[config.mk]
export PLATFORM = sky130hd
export DESIGN_NAME = fetch_redirect
export DESIGN_NICKNAME = d
export VERILOG_FILES = /design/src/rtl/fetch_redirect_pkg.sv /design/src/rtl/fetch_queue_buf.sv /design/src/rtl/fetch_redirect.sv
export SDC_FILE = /design/constraint.sdc
export NUM_CORES = 1
export LEC_CHECK = 0
export ABC_CLOCK_PERIOD_IN_PS = 4950
export CORE_ASPECT_RATIO = 2
export CORE_MARGIN = 5
export CORE_UTILIZATION = 40
export DETAILED_ROUTE_END_ITERATION = 16
export PLACE_DENSITY_LB_ADDON = 0.3
export SYNTH_ARGS = -nofsm -noshare
export SYNTH_HDL_FRONTEND = slang
export SYNTH_SLANG_ARGS = --single-unit
[constraint.sdc]
create_clock -name fr_i_clk -period 4.95 [get_ports fr_i_clk]
set_input_delay 1.2375 -clock fr_i_clk [delete_from_list [all_inputs] [get_ports fr_i_clk]]
set_output_delay 1.2375 -clock fr_i_clk [all_outputs]
set_load 0.03 [all_outputs]
[src/rtl/fetch_redirect_pkg.sv]
// Shared types and constants for the fetch_redirect front end.
package fetch_redirect_pkg;

  typedef enum logic [1:0] {
    FR_BOOT   = 2'd0,
    FR_RUN    = 2'd1,
    FR_SQUASH = 2'd2
  } fr_state_t;

  localparam int INSTR_BYTES = 4;
  localparam int PAIR_BYTES  = 2 * INSTR_BYTES;

endpackage

[src/rtl/fetch_queue_buf.sv]
// Circular instruction queue: two entries written per push, up to two read per pop.
// Flush clears pointers and count and overrides any push or pop in the same cycle.
module fetch_queue_buf
  import fetch_redirect_pkg::*;
#(
  parameter int PC_WIDTH = 32,
  parameter int IWIDTH   = 32,
  parameter int DEPTH    = 8
) (
  input  logic                   clk,
  input  logic                   rst,
  input  logic                   flush,
  input  logic                   push,
  input  logic [PC_WIDTH-1:0]    push_pc,
  input  logic [IWIDTH-1:0]      push_instr_0,
  input  logic [IWIDTH-1:0]      push_instr_1,
  input  logic                   pop,
  output logic [$clog2(DEPTH):0] count,
  output logic                   valid_0,
  output logic                   valid_1,
  output logic [IWIDTH-1:0]      instr_0,
  output logic [IWIDTH-1:0]      instr_1,
  output logic [PC_WIDTH-1:0]    pc_0,
  output logic [PC_WIDTH-1:0]    pc_1
);

  localparam int AW = $clog2(DEPTH);
  localparam int CW = AW + 1;

  logic [IWIDTH-1:0]   instr_mem [DEPTH];
  logic [PC_WIDTH-1:0] pc_mem    [DEPTH];

  logic [AW-1:0]       wr_ptr_reg;
  logic [AW-1:0]       rd_ptr_reg;
  logic [CW-1:0]       count_reg;
  logic [CW-1:0]       count_next;
  logic [AW-1:0]       wr_ptr_1;
  logic [1:0]          popped;
  logic [1:0]          slot_valid;
  logic [IWIDTH-1:0]   slot_instr [2];
  logic [PC_WIDTH-1:0] slot_pc    [2];

  assign wr_ptr_1 = wr_ptr_reg + AW'(1);

  // Outputs are forced to zero when their slot is empty.
  genvar gi;
  generate
    for (gi = 0; gi < 2; gi++) begin : g_slot
      logic [AW-1:0] idx;
      assign idx            = rd_ptr_reg + AW'(gi);
      assign slot_valid[gi] = count_reg > CW'(gi);
      assign slot_instr[gi] = slot_valid[gi] ? instr_mem[idx] : '0;
      assign slot_pc[gi]    = slot_valid[gi] ? pc_mem[idx] : '0;
    end
  endgenerate

  // 2'b10 when both slots leave, 2'b01 when only the head does.
  assign popped     = pop ? {slot_valid[1], slot_valid[0] & ~slot_valid[1]} : 2'd0;
  assign count_next = count_reg + (push ? CW'(2) : CW'(0)) - CW'(popped);

  always_ff @(posedge clk or posedge rst) begin
    if (rst) begin
      wr_ptr_reg <= '0;
      rd_ptr_reg <= '0;
      count_reg  <= '0;
    end else if (flush) begin
      wr_ptr_reg <= '0;
      rd_ptr_reg <= '0;
      count_reg  <= '0;
    end else begin
      wr_ptr_reg <= push ? wr_ptr_reg + AW'(2) : wr_ptr_reg;
      rd_ptr_reg <= rd_ptr_reg + AW'(popped);
      count_reg  <= count_next;
    end
  end

  always_ff @(posedge clk) begin
    if (push && !flush) begin
      instr_mem[wr_ptr_reg] <= push_instr_0;
      instr_mem[wr_ptr_1]   <= push_instr_1;
      pc_mem[wr_ptr_reg]    <= push_pc;
      pc_mem[wr_ptr_1]      <= push_pc + PC_WIDTH'(INSTR_BYTES);
    end
  end

  assign count   = count_reg;
  assign valid_0 = slot_valid[0];
  assign valid_1 = slot_valid[1];
  assign instr_0 = slot_instr[0];
  assign instr_1 = slot_instr[1];
  assign pc_0    = slot_pc[0];
  assign pc_1    = slot_pc[1];

endmodule

[src/rtl/fetch_redirect.sv]
// Fetch controller: owns the PC, issues paired fetches sized to guaranteed queue space,
// and squashes queued and in-flight work on an execute-lane redirect.
module fetch_redirect
  import fetch_redirect_pkg::*;
#(
  parameter int                  PC_WIDTH = 32,
  parameter int                  IWIDTH   = 32,
  parameter int                  DEPTH    = 8,
  parameter logic [PC_WIDTH-1:0] RESET_PC = '0
) (
  input  logic                fr_i_clk,
  input  logic                fr_i_rst,
  output logic                fr_o_imem_req,
  output logic [PC_WIDTH-1:0] fr_o_imem_addr,
  input  logic                fr_i_imem_valid,
  input  logic [IWIDTH-1:0]   fr_i_imem_instr_0,
  input  logic [IWIDTH-1:0]   fr_i_imem_instr_1,
  input  logic                fr_i_redirect_0,
  input  logic                fr_i_redirect_1,
  input  logic [PC_WIDTH-1:0] fr_i_redirect_pc_0,
  input  logic [PC_WIDTH-1:0] fr_i_redirect_pc_1,
  input  logic                fr_i_dec_ready,
  output logic                fr_o_valid_0,
  output logic                fr_o_valid_1,
  output logic [IWIDTH-1:0]   fr_o_instr_0,
  output logic [IWIDTH-1:0]   fr_o_instr_1,
  output logic [PC_WIDTH-1:0] fr_o_pc_0,
  output logic [PC_WIDTH-1:0] fr_o_pc_1
);

  localparam int            CW        = $clog2(DEPTH) + 1;
  localparam logic [CW:0]   REQ_LIMIT = (CW + 1)'(DEPTH - 2);

  fr_state_t           state_reg, state_next;
  logic [PC_WIDTH-1:0] pc_reg, pc_next;
  logic [PC_WIDTH-1:0] req_addr_reg;
  logic                outstanding_reg;
  logic                redirect;
  logic [PC_WIDTH-1:0] redirect_target;
  logic [CW-1:0]       count;
  logic [CW:0]         inflight;
  logic [CW:0]         occupancy;
  logic                req;
  logic                push;

  assign redirect        = fr_i_redirect_0 | fr_i_redirect_1;
  assign redirect_target = fr_i_redirect_0 ? fr_i_redirect_pc_0 : fr_i_redirect_pc_1;
  assign inflight        = {{(CW - 1){1'b0}}, outstanding_reg, 1'b0};
  assign occupancy       = {1'b0, count} + inflight;

  // req depends on registered state only; a request raised in a redirect cycle is
  // cancelled by clearing outstanding, and its response lands in SQUASH and is dropped.
  always_comb begin
    req        = 1'b0;
    state_next = state_reg;
    pc_next    = pc_reg;
    unique case (state_reg)
      FR_BOOT:   state_next = FR_RUN;
      FR_RUN:    req = occupancy <= REQ_LIMIT;
      FR_SQUASH: begin
        req        = inflight <= REQ_LIMIT;
        state_next = FR_RUN;
      end
      default:   state_next = FR_BOOT;
    endcase
    if (req) pc_next = pc_reg + PC_WIDTH'(PAIR_BYTES);
    if (redirect) begin
      state_next = FR_SQUASH;
      pc_next    = redirect_target;
    end
  end

  always_ff @(posedge fr_i_clk or posedge fr_i_rst) begin
    if (fr_i_rst) begin
      state_reg       <= FR_BOOT;
      pc_reg          <= RESET_PC;
      req_addr_reg    <= RESET_PC;
      outstanding_reg <= 1'b0;
    end else begin
      state_reg       <= state_next;
      pc_reg          <= pc_next;
      outstanding_reg <= req & ~redirect;
      if (req) req_addr_reg <= pc_reg;
    end
  end

  assign push           = (state_reg == FR_RUN) && fr_i_imem_valid;
  assign fr_o_imem_req  = req;
  assign fr_o_imem_addr = pc_reg;

  fetch_queue_buf #(
    .PC_WIDTH (PC_WIDTH),
    .IWIDTH   (IWIDTH),
    .DEPTH    (DEPTH)
  ) u_queue (
    .clk          (fr_i_clk),
    .rst          (fr_i_rst),
    .flush        (redirect),
    .push         (push),
    .push_pc      (req_addr_reg),
    .push_instr_0 (fr_i_imem_instr_0),
    .push_instr_1 (fr_i_imem_instr_1),
    .pop          (fr_i_dec_ready),
    .count        (count),
    .valid_0      (fr_o_valid_0),
    .valid_1      (fr_o_valid_1),
    .instr_0      (fr_o_instr_0),
    .instr_1      (fr_o_instr_1),
    .pc_0         (fr_o_pc_0),
    .pc_1         (fr_o_pc_1)
  );

endmodule

Word-level counts from Yosys, hierarchy flattened
Memories as Yosys holds them, arrays and structs flattened.
Index checks and enable logic that the tools add are counted.
{"block": "word_totals", "n_memories": 2, "word_cells": 55, "regBits": 77, "ram_bits": 512, "input_bits": 134, "output_inout_bits": 163}
{"block": "op_classes", "n_bitwise": 5, "magnitude_cmp": 4, "reduce_logical": 7, "n_eq_ne": 3, "addsub": 9, "mux": 18}
{"name": "u_queue.instr_mem", "words": 8, "width": 32, "read_ports": 2, "rd_ports_with_merged_regs": 0, "wr": 2, "line_no": "fetch_queue_buf.sv:30", "source": "logic [IWIDTH-1:0] instr_mem [DEPTH];"}
{"name": "u_queue.pc_mem", "words": 8, "width": 32, "read_ports": 2, "rd_ports_with_merged_regs": 0, "wr": 2, "line_no": "fetch_queue_buf.sv:31", "source": "logic [PC_WIDTH-1:0] pc_mem [DEPTH];"}
{"op": "2-to-1 mux 32 bit", "count": 7}
{"op": "adder 32 x 3 -> 32 bit, second input constant", "count": 1}
{"op": "adder 32 x 4 -> 32 bit, second input constant", "count": 1}
{"op": "2-to-1 mux 3 bit", "count": 3}
{"op": "greater-than comparator 4 x 1 -> 1 bit, second input constant", "count": 2}
{"op": "adder 3 x 1 -> 3 bit, second input constant", "count": 2}
{"op": "2-to-1 mux 2 bit", "count": 3}
{"op": "adder 4 x 2 -> 5 bit", "count": 1}
{"op": "<= comparator 5 x 3 -> 1 bit, second input constant", "count": 1}
{"op": "adder 4 bit", "count": 1}
{"op": "2-to-1 mux 4 bit", "count": 1}
{"op": "one-hot mux 2 bit (2 select lines)", "count": 1}
{"op": "nonzero test 2 bit", "count": 2}
{"op": "subtractor 4 x 2 -> 4 bit", "count": 1}
{"op": "adder 3 x 2 -> 3 bit", "count": 1}
{"op": "adder 3 x 2 -> 3 bit, second input constant", "count": 1}
{"op": "<= comparator 2 x 3 -> 1 bit, second input constant", "count": 1}
{"op": "bitwise AND 1 bit", "count": 2}
{"op": "== test 2 x 1 -> 1 bit, second input constant", "count": 1}
{"op": "== test 2 bit, second input constant", "count": 1}
{"op": "logical AND 1 bit", "count": 2}
{"op": "logical NOT 2 bit", "count": 1}
{"op": "2-to-1 mux 1 bit", "count": 2}
{"op": "!= test 2 bit, second input constant", "count": 1}
{"op": "5 further kinds", "count": 6}

Depth between registers and ports, before layout
{"block": "depth", "ltp_word": 6, "ltp_mapped": 13, "mapped_depth_nobuf": 13}

Cells and area by module
Synthesis repeated with hierarchy kept, for this count alone.
{"block": "hier_totals", "hier_cells": 2488, "area_unflattened_um2": 31293.8}
{"mod": "fetch_queue_buf", "instances": 1, "seq_area_each_um2": 15419.8, "cells_each": 2107, "area_each_um2": 27815.4}
{"mod": "fetch_redirect", "instances": 1, "seq_area_each_um2": 1676.6, "cells_each": 381, "area_each_um2": 3478.3}

Worst setup path before layout
OpenSTA, ideal clock, no wires.
{"block": "synth_path", "path_type": "input-to-reg", "from": "input port fr_i_redirect_1", "to": "memory u_queue.instr_mem[2][0] (enable)", "n_path_buf": 4, "cell_stages": 8, "path_slack_ps": 731, "arrival_ps": 3787, "cell_sequence": "buf_6 > or2_1 > buf_2 > nor2_8 > nand2_4 > clkinv_1 > buf_4 > buf_2"}
{"element": "start, declared", "line_no": "fetch_redirect.sv:19", "source": "input logic fr_i_redirect_1,"}
{"element": "end, declared", "line_no": "fetch_queue_buf.sv:30"}

Worst setup path in the final report
{"block": "layout_path", "from": "register u_queue.rd_ptr_reg[0]", "to": "output port fr_o_pc_1[0]"}
{"block": "layout_via", "elab_chain_len": 3}
{"element": "start, declared", "line_no": "fetch_queue_buf.sv:34", "source": "logic [AW-1:0] rd_ptr_reg;"}
{"element": "start signal, assigned", "line_no": "fetch_queue_buf.sv:72", "source": "rd_ptr_reg <= rd_ptr_reg + AW'(popped);"}
{"element": "adder 3 x 1 -> 3 bit", "line_no": "fetch_queue_buf.sv:50", "source": "assign idx = rd_ptr_reg + AW'(gi);"}
{"element": "memory read (8 x 32 bit)"}
{"element": "2-to-1 mux 32 bit", "line_no": "fetch_queue_buf.sv:53", "source": "assign slot_pc[gi] = slot_valid[gi] ? pc_mem[idx] : '0;"}
{"element": "end, declared", "line_no": "fetch_redirect.sv:28", "source": "output logic [PC_WIDTH-1:0] fr_o_pc_1"}
No other way between the ends.

==> summary.txt <==
Outcome
  – Status: complete, no violations

Setup path
  – WP buf/inv: 2
  – CP peak stage delay: 0.71 ns
  – Startpoint types: flop
  – WS Path Type: flop to output pin
  – Crit-path slowest cell: clkdlybuf4s50_1
  – Cell family with most CP delay: buffers and inverters
  – Critical path capture point type: output pin
  – Arr. time, crit path: 3.41 ns
  – Critical-path maximum fanout: 20
  – CP most frequent cell: a21oi_1
  – CP Data Required Time: ~3.7 ns
  – Setup slack, reg-to-reg: 1.48 ns
  – Crit path cell chain: ha_4 > xnor2_2 > buf_12 > nand2_1 > a21oi_1 > a21oi_1 > nor2_1 > clkdlybuf4s50_1

Timing
  – Slew margin rel.: 38.1%
  – Max-slew violations: 0
  – Slew of the pin with the lowest slew margin: 0.929 ns
  – Setup TNS: 0 ns
  – Final setup viols: 0
  – Peak Freq: around 210 MHz
  – Fin worst setup slack: ~0.30 ns
  – Clock period minus worst slack: roughly 4.7 ns
  – Tcrit/Tclk final: 94.0%
  – Final Hold Viols: 0
  – RSZ-0062 raised after global routing: false
  – Setup Skew: 0.0159 ns

CTS
  – Clk slew on worst S/H paths: 0.07 ns
  – H-tree depth: 2
  – Worst skew pair latency: 0.61 ns
  – TritonCTS Buffers: 54
  – Bufs on Longest Clock Path: 3
  – CTS tree: yes
  – CTS Sinks: 582
  – CTS root buf: clkbuf_16
  – Hold Buf Count CTS: 0
  – Post-CTS setup buffer count: 0

Synth
  – Yosys reg bits: between 500 and 600
  – EDFF count, synth: 506
  – XOR/XNOR Fraction of Synth Area: 4.05%
  – Async set-reset flop share out of synthesis: 13.1%
  – Syn Inst Count: 2444
  – Synth Area in Compound Gates: 2.70%
  – Main synth FF type: edfxtp_1
  – Yosys cell types: 56
  – Multiplexer area fraction after synthesis: 21.4%
  – Mapped cell area: 31300 um2
  – Synth warn: 0
  – Mapped Nets: 2600
  – Adder-Cell Fraction of Synth Area: 0.902%
  – Avg Inst Size Synth: approximately 13 um2
  – Largest family of logic cells by synthesized area: multiplexers
  – Register area share after synthesis: roughly 55%
  – Simple-gate share of the synthesized area: between 10% and 20%

Finish
  – Fin nets: approximately 2700
  – Finished Layout Cells: 3618
  – Commonest non-fill, non-tap cell in the layout: nand2_1
  – Finished Core Util: a little under half
  – Max reg flops: 256
  – Commonest cells after routing, fill and taps aside: nand2_1, edfxtp_1, clkdlybuf4s50_1
  – Area grow syn2layout: 17.1%
  – Largest register by flop count: u_queue.instr_mem
  – Layout cells sized above 1: 17.9%
  – Biggest regs: u_queue.instr_mem x256, u_queue.pc_mem x250

Worst hold path
  – Min-delay worst type: flop to flop

Global route
  – First-pass GRT wire length: between 100000 and 150000 um
  – Total grt overflow: 0
  – Initial antenna violation count: 4
  – Vias in the first global route: 21762
  – GRT Resource Usage Total: 20.2%
  – Pin count of the biggest net entering global routing: 129

Drt
  – Vias per inst: 5.61
  – Vias: 20305
  – Post-route DRC: 0
  – Routed WL: a little under 90000 um
  – DR iter-0 viols: approximately 1500
  – Initial DRT Pass Iterations: 8
  – Routed Antenna Nets: 0
  – Routed length per instance: roughly 24 um

Die
  – Die area: approximately 84000 um2
  – Io pins: slightly below 300
  – Area of the core: just under 80000 um2
  – Die height: about 410 um
  – Initial cell density of the core: 40.2%
  – Row count: between 100 and 150
  – Overall die width: 208 um

Power
  – Seq pwr share: 38.0%
  – Max VDD drop: 311 uV
  – Switch share: 35.3%
  – Leakage: 12.3 nW
  – Sw power: about 5.6 mW
  – Power Total: 15.7 mW
  – Cell Pwr Density: about 430 nW/um2
  – Internal power: around 10 mW
  – Clock network fraction of total power: ~26%
  – Combinational share of power: 36.2%

Placed design
  – I/O Buffers: 296
  – HPWL Detailed: 56200 um
  – GP Congestion: 0.818
  – Placed cells: 3515
  – Dpl ws: 0.788 ns

Run
  – Max_cap viols: 0
[layout make-up]
cell class                      count  area (um2)
Clock buffer                       70        1450
Antenna cell                        3        7.51
Multi-Input combinational cell   1534       12900
Inverter                           22         101
Clock inverter                     30         234
Timing Repair Buffer              348        3590
Fill cell                        6861       41300
Tap cell                         1029        1290
Sequential cell                   582       17100
[layer usage]
layer | vias up | share of wire, % | routed length (um) | GRT usage, %
met3 | 169 | 6.3 | 5470 | 3.12
met1 | 10341 | 37 | 31800 | 23.2
met2 | 783 | 53 | 46300 | 37.7
met5 | - | 0.015 | 13 | 0
met4 | 2 | 4.0 | 3490 | 7.98
li1 | 9010 | - | - | -
[tightest hold or removal path: cells and delay by family (launching register included)]
kind / cells / cell delay (ns)
flip-flops: 1 / 0.37
AND/OR/NAND/NOR: 2 / 0.13
[power groups by stage]
| stage | logic, mW | clock network [mW] | registers, mW |
|---|---|---|---|
| after floorplan | 3.78 | 0 | 5.83 |
| after global placement | 5.71 | 0 | 6.07 |
| after detailed placement | 5.77 | 0 | 6.08 |
| after CTS | 5.80 | 4.16 | 5.98 |
| after global routing | 6.05 | 4.33 | 6.01 |
| final | 5.71 | 4.07 | 5.98 |
[path summary, 6_finish.rpt]
kind,start,to,cells past startpoint
min in group asynchronous,fr_i_rst,fr_o_imem_addr[4],2
min reg2reg,state_reg[1],state_reg[1],2
max in group asynchronous,fr_i_rst,req_addr_reg[21],3
max reg2reg,u_queue.count[2],u_queue.count[3],14
max,u_queue.rd_ptr_reg[0],fr_o_pc_1[0],8
min,state_reg[1],state_reg[1],2
[cell families after synthesis]
logic type               after synthesis
AND/OR/NAND/NOR                      869
AO/OA/AOI/OAI                        144
multiplexers                         354
buffers and inverters                328
adder cells (fa/ha/maj)               22
flip-flops                           582
XOR/XNOR                             145
[stage by stage]
step	instance area [um2]	hold slack [ns]
2_1_floorplan	31300	0.473
3_3_place_gp	35000	0.492
3_5_place_dp	35000	0.530
4_1_cts	36700	0.545
5_1_grt	36700	0.597
6_report	36700	0.528
[Yosys cell counts, types with 18 or more instances]
library cell | n | area share [%]
inv_1 | 18 | 0.22
nor2_1 | 140 | 1.7
xnor2_1 | 56 | 1.6
nand2_1 | 595 | 7.1
and3_1 | 18 | 0.36
dfrtp_1 | 76 | 6.1
mux2_2 | 34 | 1.2
mux4_2 | 250 | 18
ha_1 | 21 | 0.84
xor2_1 | 89 | 2.5
nand3_1 | 23 | 0.37
edfxtp_1 | 506 | 48
a211oi_1 | 20 | 0.48
a21oi_1 | 96 | 1.5
nand4_1 | 23 | 0.46
clkbuf_1 | 208 | 2.5
buf_2 | 71 | 1.1
nor2b_1 | 20 | 0.40
mux2i_1 | 70 | 2.2
buf_4 | 19 | 0.46
[what timing repair did]
action,in CTS,in global routing
endpoints found under the setup margin,0,2
gates resized for setup,0,1
hold endpoints to repair,0,0
Power figures use the tool's default switching activity.
